$ cat config.mk
export PLATFORM = sky130hd
export DESIGN_NAME = pixel_update_scheduler
export DESIGN_NICKNAME = d
export VERILOG_FILES = /design/src/rtl/pixel_sched_pkg.sv /design/src/rtl/pixel_req_fifo.sv /design/src/rtl/pixel_update_scheduler.sv
export SDC_FILE = /design/constraint.sdc
export NUM_CORES = 1
export LEC_CHECK = 0
export CAP_MARGIN = 20
export CORE_UTILIZATION = 45
export CTS_CLUSTER_SIZE = 12
export DETAILED_ROUTE_END_ITERATION = 10
export GPL_ROUTABILITY_DRIVEN = 0
export PLACE_DENSITY = 0.6
export SYNTH_ARGS = -nofsm -noshare
export SYNTH_HDL_FRONTEND = slang
export SYNTH_SLANG_ARGS = --single-unit
$ cat constraint.sdc
create_clock -name clk -period 4.9 [get_ports clk]
set_input_delay 0.49 -clock clk [delete_from_list [all_inputs] [get_ports clk]]
set_output_delay 0.49 -clock clk [all_outputs]
set_load 0.1 [all_outputs]
$ cat src/rtl/pixel_sched_pkg.sv
// Shared types for the pixel update scheduler: FSM state encoding and the
// request payload carried through the request FIFO.
package pixel_sched_pkg;

    localparam int unsigned PIX_COORD_W = 4;
    localparam int unsigned PIX_OBJ_W   = 3;

    typedef enum logic [2:0] {
        INIT_ISSUE = 3'd0,
        INIT_WAIT  = 3'd1,
        IDLE       = 3'd2,
        PIX_ISSUE  = 3'd3,
        PIX_WAIT   = 3'd4,
        CLR_ISSUE  = 3'd5,
        CLR_WAIT   = 3'd6
    } sched_state_t;

    typedef struct packed {
        logic [PIX_COORD_W-1:0] x;
        logic [PIX_COORD_W-1:0] y;
        logic [PIX_OBJ_W-1:0]   obj;
    } pix_req_t;

endpackage

$ cat src/rtl/pixel_req_fifo.sv
// Synchronous request FIFO with push/pop/flush. Flush wins over pop, but a
// push in the flush cycle is kept as the only surviving entry.
module pixel_req_fifo #(
    parameter int unsigned DEPTH  = 8,
    parameter int unsigned DATA_W = 11
) (
    input  logic              clk,
    input  logic              rst,
    input  logic              push,
    input  logic [DATA_W-1:0] din,
    input  logic              pop,
    input  logic              flush,
    output logic [DATA_W-1:0] dout,
    output logic              full,
    output logic              empty
);

    localparam int unsigned PTR_W = $clog2(DEPTH);
    localparam int unsigned CNT_W = $clog2(DEPTH + 1);

    logic [DATA_W-1:0] mem_q [DEPTH];
    logic [DATA_W-1:0] mem_d [DEPTH];
    logic [PTR_W-1:0]  wr_ptr_q, wr_ptr_d;
    logic [PTR_W-1:0]  rd_ptr_q, rd_ptr_d;
    logic [CNT_W-1:0]  count_q, count_d;
    logic              push_ok;
    logic              pop_ok;

    assign full    = (count_q == CNT_W'(DEPTH));
    assign empty   = (count_q == '0);
    assign dout    = mem_q[rd_ptr_q];
    assign push_ok = push && !full;
    assign pop_ok  = pop && !empty;

    always_comb begin
        mem_d    = mem_q;
        wr_ptr_d = wr_ptr_q;
        rd_ptr_d = rd_ptr_q;
        count_d  = count_q;

        if (push_ok) begin
            mem_d[wr_ptr_q] = din;
            wr_ptr_d        = wr_ptr_q + PTR_W'(1);
        end

        if (flush) begin
            // Everything queued so far is discarded; the write slot becomes the new head.
            rd_ptr_d = wr_ptr_q;
            count_d  = push_ok ? CNT_W'(1) : '0;
        end else begin
            if (pop_ok) begin
                rd_ptr_d = rd_ptr_q + PTR_W'(1);
            end
            case ({push_ok, pop_ok})
                2'b10:   count_d = count_q + CNT_W'(1);
                2'b01:   count_d = count_q - CNT_W'(1);
                default: count_d = count_q;
            endcase
        end
    end

    always_ff @(posedge clk) begin
        if (rst) begin
            mem_q    <= '{default: '0};
            wr_ptr_q <= '0;
            rd_ptr_q <= '0;
            count_q  <= '0;
        end else begin
            mem_q    <= mem_d;
            wr_ptr_q <= wr_ptr_d;
            rd_ptr_q <= rd_ptr_d;
            count_q  <= count_d;
        end
    end

endmodule

$ cat src/rtl/pixel_update_scheduler.sv
// Sequences the pixel updater: one-time init, then single-pixel updates from a
// request FIFO, plus a full-grid clear sweep that takes priority over the FIFO.
module pixel_update_scheduler
    import pixel_sched_pkg::*;
#(
    parameter int unsigned DEPTH     = 8,
    parameter int unsigned COORD_W   = PIX_COORD_W,
    parameter int unsigned OBJ_W     = PIX_OBJ_W,
    parameter int unsigned CLEAR_OBJ = 0
) (
    input  logic               clk,
    input  logic               rst,
    input  logic               req_valid,
    output logic               req_ready,
    input  logic [COORD_W-1:0] req_x,
    input  logic [COORD_W-1:0] req_y,
    input  logic [OBJ_W-1:0]   req_obj,
    input  logic               clear_req,
    output logic               upd_init,
    output logic               upd_en,
    output logic [COORD_W-1:0] upd_x,
    output logic [COORD_W-1:0] upd_y,
    output logic [OBJ_W-1:0]   upd_obj,
    input  logic               upd_done,
    output logic               init_done,
    output logic               busy
);

    localparam int unsigned CTR_W = 2 * COORD_W;
    localparam int unsigned REQ_W = $bits(pix_req_t);

    sched_state_t       state_q, state_d;
    logic [CTR_W-1:0]   ctr_q, ctr_d;
    logic               clear_pend_q, clear_pend_d;
    logic               init_done_q, init_done_d;
    logic               upd_init_q, upd_init_d;
    logic               upd_en_q, upd_en_d;
    logic [COORD_W-1:0] upd_x_q, upd_x_d;
    logic [COORD_W-1:0] upd_y_q, upd_y_d;
    logic [OBJ_W-1:0]   upd_obj_q, upd_obj_d;

    pix_req_t           push_req;
    pix_req_t           head_req;
    logic [REQ_W-1:0]   fifo_dout;
    logic               fifo_full;
    logic               fifo_empty;
    logic               fifo_push;
    logic               fifo_pop;
    logic               sweeping;
    logic               clear_hit;

    assign push_req  = '{x: PIX_COORD_W'(req_x), y: PIX_COORD_W'(req_y), obj: PIX_OBJ_W'(req_obj)};
    assign head_req  = fifo_dout;
    assign req_ready = init_done_q && !fifo_full;
    assign fifo_push = req_valid && req_ready;
    assign sweeping  = (state_q == CLR_ISSUE) || (state_q == CLR_WAIT);
    assign clear_hit = clear_req && !sweeping;

    pixel_req_fifo #(
        .DEPTH  (DEPTH),
        .DATA_W (REQ_W)
    ) u_fifo (
        .clk   (clk),
        .rst   (rst),
        .push  (fifo_push),
        .din   (push_req),
        .pop   (fifo_pop),
        .flush (clear_hit),
        .dout  (fifo_dout),
        .full  (fifo_full),
        .empty (fifo_empty)
    );

    // Next-state and registered-output logic; upd_en is set on entry to an ISSUE state.
    always_comb begin
        state_d      = state_q;
        ctr_d        = ctr_q;
        clear_pend_d = clear_pend_q;
        init_done_d  = init_done_q;
        upd_init_d   = 1'b0;
        upd_en_d     = 1'b0;
        upd_x_d      = upd_x_q;
        upd_y_d      = upd_y_q;
        upd_obj_d    = upd_obj_q;
        fifo_pop     = 1'b0;

        if (clear_hit) begin
            clear_pend_d = 1'b1;
        end

        case (state_q)
            INIT_ISSUE: begin
                upd_init_d = 1'b1;
                state_d    = INIT_WAIT;
            end
            INIT_WAIT: begin
                if (upd_done) begin
                    init_done_d = 1'b1;
                    state_d     = IDLE;
                end
            end
            IDLE: begin
                if (clear_pend_q || clear_hit) begin
                    ctr_d     = '0;
                    upd_x_d   = '0;
                    upd_y_d   = '0;
                    upd_obj_d = OBJ_W'(CLEAR_OBJ);
                    upd_en_d  = 1'b1;
                    state_d   = CLR_ISSUE;
                end else if (!fifo_empty) begin
                    fifo_pop  = 1'b1;
                    upd_x_d   = COORD_W'(head_req.x);
                    upd_y_d   = COORD_W'(head_req.y);
                    upd_obj_d = OBJ_W'(head_req.obj);
                    upd_en_d  = 1'b1;
                    state_d   = PIX_ISSUE;
                end
            end
            PIX_ISSUE: begin
                state_d = PIX_WAIT;
            end
            PIX_WAIT: begin
                if (upd_done) begin
                    state_d = IDLE;
                end
            end
            CLR_ISSUE: begin
                state_d = CLR_WAIT;
            end
            CLR_WAIT: begin
                if (upd_done) begin
                    if (&ctr_q) begin
                        clear_pend_d = 1'b0;
                        state_d      = IDLE;
                    end else begin
                        // x is the inner index, y the outer.
                        ctr_d     = ctr_q + CTR_W'(1);
                        upd_x_d   = ctr_d[COORD_W-1:0];
                        upd_y_d   = ctr_d[CTR_W-1:COORD_W];
                        upd_obj_d = OBJ_W'(CLEAR_OBJ);
                        upd_en_d  = 1'b1;
                        state_d   = CLR_ISSUE;
                    end
                end
            end
            default: begin
                state_d = INIT_ISSUE;
            end
        endcase
    end

    always_ff @(posedge clk) begin
        if (rst) begin
            state_q      <= INIT_ISSUE;
            ctr_q        <= '0;
            clear_pend_q <= 1'b0;
            init_done_q  <= 1'b0;
            upd_init_q   <= 1'b0;
            upd_en_q     <= 1'b0;
            upd_x_q      <= '0;
            upd_y_q      <= '0;
            upd_obj_q    <= '0;
        end else begin
            state_q      <= state_d;
            ctr_q        <= ctr_d;
            clear_pend_q <= clear_pend_d;
            init_done_q  <= init_done_d;
            upd_init_q   <= upd_init_d;
            upd_en_q     <= upd_en_d;
            upd_x_q      <= upd_x_d;
            upd_y_q      <= upd_y_d;
            upd_obj_q    <= upd_obj_d;
        end
    end

    assign upd_init  = upd_init_q;
    assign upd_en    = upd_en_q;
    assign upd_x     = upd_x_q;
    assign upd_y     = upd_y_q;
    assign upd_obj   = upd_obj_q;
    assign init_done = init_done_q;
    assign busy      = (state_q != IDLE) || !fifo_empty || clear_pend_q;

endmodule

* Yosys cells after proc, flatten, opt, wreduce, memory -nomap -nowiden
Index checks and enable logic that the tools add are counted.
** Cells by class
- $add $sub $neg :: 5
- $lt $le $gt $ge :: 3
- Eq/ne operators :: 15
- Mux-type cells :: 48
- Bitwise operators :: 2
- Reduce and logical (&&, ||, !) cells :: 24
** Operators with widths (count)
- bitwise mux 88 bit :: 1
- 2-to-1 mux 4 bit :: 9
- binary-select mux 11 bit (select 3 bit) :: 1
- demux 11 bit (select 3 bit) :: 1
- 2-to-1 mux 11 bit :: 3
- 2-to-1 mux 3 bit :: 11
- 2-to-1 mux 8 bit :: 3
- one-hot mux 4 bit (2 select lines) :: 3
- one-hot mux 3 bit (6 select lines) :: 1
- one-hot mux 8 bit (2 select lines) :: 1
- 2-to-1 mux 1 bit :: 12
- == test 3 bit (second input constant) :: 3
- adder 8 x 1 -> 8 bit (second input constant) :: 1
- >= comparator 4 bit (second input constant) :: 2
- NOT 3 -> 4 bit :: 2
- AND reduction 4 bit :: 2
- AND reduction 8 bit :: 1
- adder 3 x 1 -> 3 bit (second input constant) :: 2
- == test 3 x 2 -> 1 bit (second input constant) :: 2
- logical AND 1 bit :: 6
- inequality test 2 bit (second input constant) :: 3
- one-hot mux 3 bit (2 select lines) :: 1
- adder 4 x 1 -> 4 bit (second input constant) :: 1
- == test 4 bit (second input constant) :: 1
- other kinds (18) :: 24
** Word-level totals
- Register bits after elaboration :: 124
- Input bits :: 16
- Output and inout port bits :: 16
- Word-level logic and storage cells :: 117

* Logic depth before layout (Yosys ltp)
- Depth after elaboration :: 11
- Gate-level depth with buffers :: 12
- Gate-level depth less buffers :: 10

* Modules after synthesis
Synthesis repeated with hierarchy kept, for this count alone.
** Second synthesis, totals
- Cells, all modules :: 594
- Area, all modules :: 6179.7 um^2
** Modules (own cells, without submodules)
- pixel_req_fifo :: instances 1, cells an instance 416, area an instance 4655.7 um^2, seq. area each 1961.9 um^2
- pixel_update_scheduler :: instances 1, cells an instance 178, area an instance 1524.0 um^2, seq. area each 520.5 um^2

* Least setup slack after synthesis
OpenSTA, ideal clock, no wires.
- Kind :: reg2out
- From :: register init_done_q (netlist: init_done)
- To :: output port req_ready
- Data arrival time :: 3243 ps
- Data required time :: 4410 ps
- Path slack :: 1167 ps
- Cell stages (with the launch flop) :: 2
- Buffers on the path :: 0
- Cell sequence :: dfxtp_1 > a21boi_0
** Between the ends
- Longest elaborated chain between the ends :: 1
** RTL lines
- start, declared :: line pixel_update_scheduler.sv:35 : logic init_done_q, init_done_d;
- start signal, assigned :: line pixel_update_scheduler.sv:167 : init_done_q <= init_done_d;
- logical AND 1 bit :: line pixel_update_scheduler.sv:54 : assign req_ready = init_done_q && !fifo_full;
- end, declared :: line pixel_update_scheduler.sv:14 : output logic req_ready,
Every way passes these cells.

* Worst setup path in the final report
- From :: register state_q[1]
- To :: output port busy
** Between the ends
- Longest elaborated chain between the ends :: 3
** RTL lines
- start, declared :: line pixel_update_scheduler.sv:32 : sched_state_t state_q, state_d;
- start signal, assigned :: line pixel_update_scheduler.sv:164 : state_q <= state_d;
- inequality test 3 x 2 -> 1 bit :: line pixel_update_scheduler.sv:182 : assign busy = (state_q != IDLE) || !fifo_empty || clear_pend_q;
- logical OR 1 bit (2 in a row) :: line pixel_update_scheduler.sv:182
- end, declared :: line pixel_update_scheduler.sv:26 : output logic busy
Every way passes these cells.

==> impl_metrics.json <==
{
  "antennaDiodeCount": 0,
  "fmax_ghz": 0.322,
  "hold_viol": 0,
  "netlist_area_mm2": 0.00576,
  "cp_max_fo": 10,
  "tightest_slew_ns": 1.04,
  "layoutNonFillerInstCount": 775,
  "cts_tree": "done",
  "cp-startpoint": "state_q[1]",
  "die_area_mm2": 0.0133,
  "yosys.area.top_type_share_pct": 43.1,
  "pre_cts_ws_ns": 1.99,
  "synth.distinct_cells": 49,
  "yosys_warnings": 0,
  "ant_nets": 0,
  "htreeDepth": 4,
  "share_seq_of_total_power_pct": 36.8,
  "met2_usage_pct": 36.1,
  "finalClockSkew_ns": 0.00706,
  "setup_violations": 0,
  "ctsResizeCount": 0,
  "wl_per_cell_um": 17.1,
  "final_util_pct": 54.7,
  "cp-end-kind": "output pin",
  "worst_slack_ns": 1.79,
  "die_y_um": 115,
  "worstHoldStart": "u_fifo.mem_q[3]",
  "clk_path_buf_depth": 2,
  "start_kind": "flop",
  "layout_min_cycle_time_ns": 3.11,
  "coreArea_mm2": 0.0123,
  "critPathArrivalTime_ns": 2.62,
  "cts_buffers": 17,
  "ys_seq_area_share_pct": 43.1,
  "cts.sinks": 124,
  "finalMaxSlewViolations": 0,
  "use_met1_pct": 26.9,
  "place_inst": 745,
  "busiest_layer": "met2",
  "fin_crit_sh_pct": 63.5,
  "dr_total_vias": 4279,
  "grt.overflow.total": 0,
  "rows": 40,
  "synth-seq-cells": 124,
  "grt_pass1_wl_mm": 21.5,
  "critPathKind": "reg -> out",
  "power.leakage_nw": 2.52,
  "r2r-start": "u_fifo.rd_ptr_q[1]",
  "hpwlAfterDp_mm": 8.43,
  "path_clk_slew_ns": 0.06,
  "intPower_w": 0.00209,
  "nets": 617,
  "status": "completed",
  "finalSetupTns_ns": 0,
  "initial_core_util_pct": 47.0,
  "post-cts-setup-buffers": 0,
  "via_per_inst": 5.52,
  "clock_latency_ns": 0.42,
  "antenna_found_initial": 0,
  "sw_frac_of_total_pct": 32.6,
  "rsz0062_at_grt": "false",
  "synth-edff-count": 0,
  "die_w_um": 115,
  "portBuffers": 31,
  "hp-class": "reg -> reg",
  "drive_gt1_share_pct": 12.4,
  "synthCells": 593,
  "power.switching_w": 0.00101,
  "area_growth_pct": 16.4,
  "synth_flop_cell": "dfxtp_1",
  "max-cap-violations": 0,
  "ir_drop_v": 0.000262,
  "synthTopCellsByArea": "dfxtp_1 43%, mux2i_1 17%, mux4_2 8.6%",
  "pwr-share-comb_pct": 23.1,
  "synth_nets": 614,
  "drc": 0,
  "yosysTopAreaCell": "dfxtp_1",
  "first_pass_iters": 6,
  "io_pins": 32,
  "grt_max_degree": 66,
  "wirelength_mm": 13.3,
  "avgSynthCellArea_um2": 9.72,
  "clockPowerShare_pct": 40.2,
  "required_ns": 4.41,
  "relSlewSlack_pct": 30.1,
  "power_density_mw_per_mm2": 463,
  "drtIter0Drc": 424,
  "cts_hold_buf": 0,
  "async_reset_ff_share_pct": 0,
  "grt.total_usage_pct": 21.6,
  "grt.met3_usage_pct": 5.27,
  "grt_pass1_vias": 4151,
  "cts_root_buf": "clkbuf_16",
  "power_w": 0.00310
}
## worst paths after layout
path | end | slack, ns | depth (start not counted)
max | busy | 1.79 | 3
min | u_fifo.mem_q[3] | 0.46 | 2
max reg2reg | upd_y[0] | 2.33 | 6
min reg2reg | u_fifo.mem_q[3] | 0.46 | 2
## synth_stat cells (all sizes together), types with 3 or more instances
cell and number:
nor2 125, dfxtp 124, mux2i 98, nand2 39
clkbuf 33, a21oi 24, buf 22, mux4 22
nor3 19, o21ai 8, xnor2 8, nand3 7
xor2 7, ha 5, inv 5, nor4 5
a211oi 4, nor2b 4, and3 3, nor4b 3
## critical path, cell delays in order, from the launching register on
cell             delay [ns]
dfxtp_1                0.54
nor2b_1                0.43
nand3_2                0.20
clkdlybuf4s50_1        1.02
## layout make-up
type	instances	area, µm²
Fill cell	1107	5550
Multi-Input combinational cell	409	3040
Sequential cell	124	2480
Clock buffer	24	502
Timing Repair Buffer	39	368
Tap cell	168	210
Clock inverter	6	85.1
Inverter	5	18.8
## sequential cells by signal, summed over array words and instances, names as in the netlist, 3 cells and up
name,count
u_fifo.mem_q,88
ctr_q,8
u_fifo.count_q,4
upd_x,4
upd_y,4
state_q,3
u_fifo.rd_ptr_q,3
u_fifo.wr_ptr_q,3
upd_obj,3
## routing by layer
layer  vias up  wire, µm
met5         -         0
met4         0       197
met3        19       541
met2       110      6510
met1      2087      6040
li1       2063         -
## layout by cell type, fill, tap and decap left out, types with 8 or more instances in the layout
| cell type | n |
|---|---|
| mux2i_1 | 98 |
| mux4_2 | 22 |
| xnor2_1 | 8 |
| a21oi_1 | 24 |
| clkdlybuf4s50_1 | 30 |
| nand2_1 | 39 |
| buf_4 | 9 |
| nor2_1 | 125 |
| clkbuf_16 | 17 |
| nor3_1 | 18 |
| dfxtp_1 | 124 |
## power groups by stage
stage	sequential [W]	combinational [W]	clock, W
after floorplan	0.00133	0.000398	0
after global placement	0.00116	0.000710	0
after detailed placement	0.00116	0.000715	0
after CTS	0.00114	0.000717	0.00126
after global routing	0.00115	0.000760	0.00132
final	0.00114	0.000716	0.00125
## kinds of logic after synthesis
group                    count (synthesis)  share of synthesized area (%)
AO/OA/AOI/OAI                           55                           6.49
AND/OR/NAND/NOR                        214                           16.8
adder cells (fa/ha/maj)                  5                           1.09
buffers and inverters                   60                           4.69
multiplexers                           120                           25.6
flip-flops                             124                           43.1
XOR/XNOR                                15                           2.28
## per-stage QoR
stage	cell area [µm²]	hold slack [ns]
after global routing	6710	0.483
after CTS	6710	0.456
after global placement	6120	0.439
after detailed placement	6120	0.445
after floorplan	5760	0.433
final	6710	0.456
Note: power is estimated with default switching activity, not from simulation.
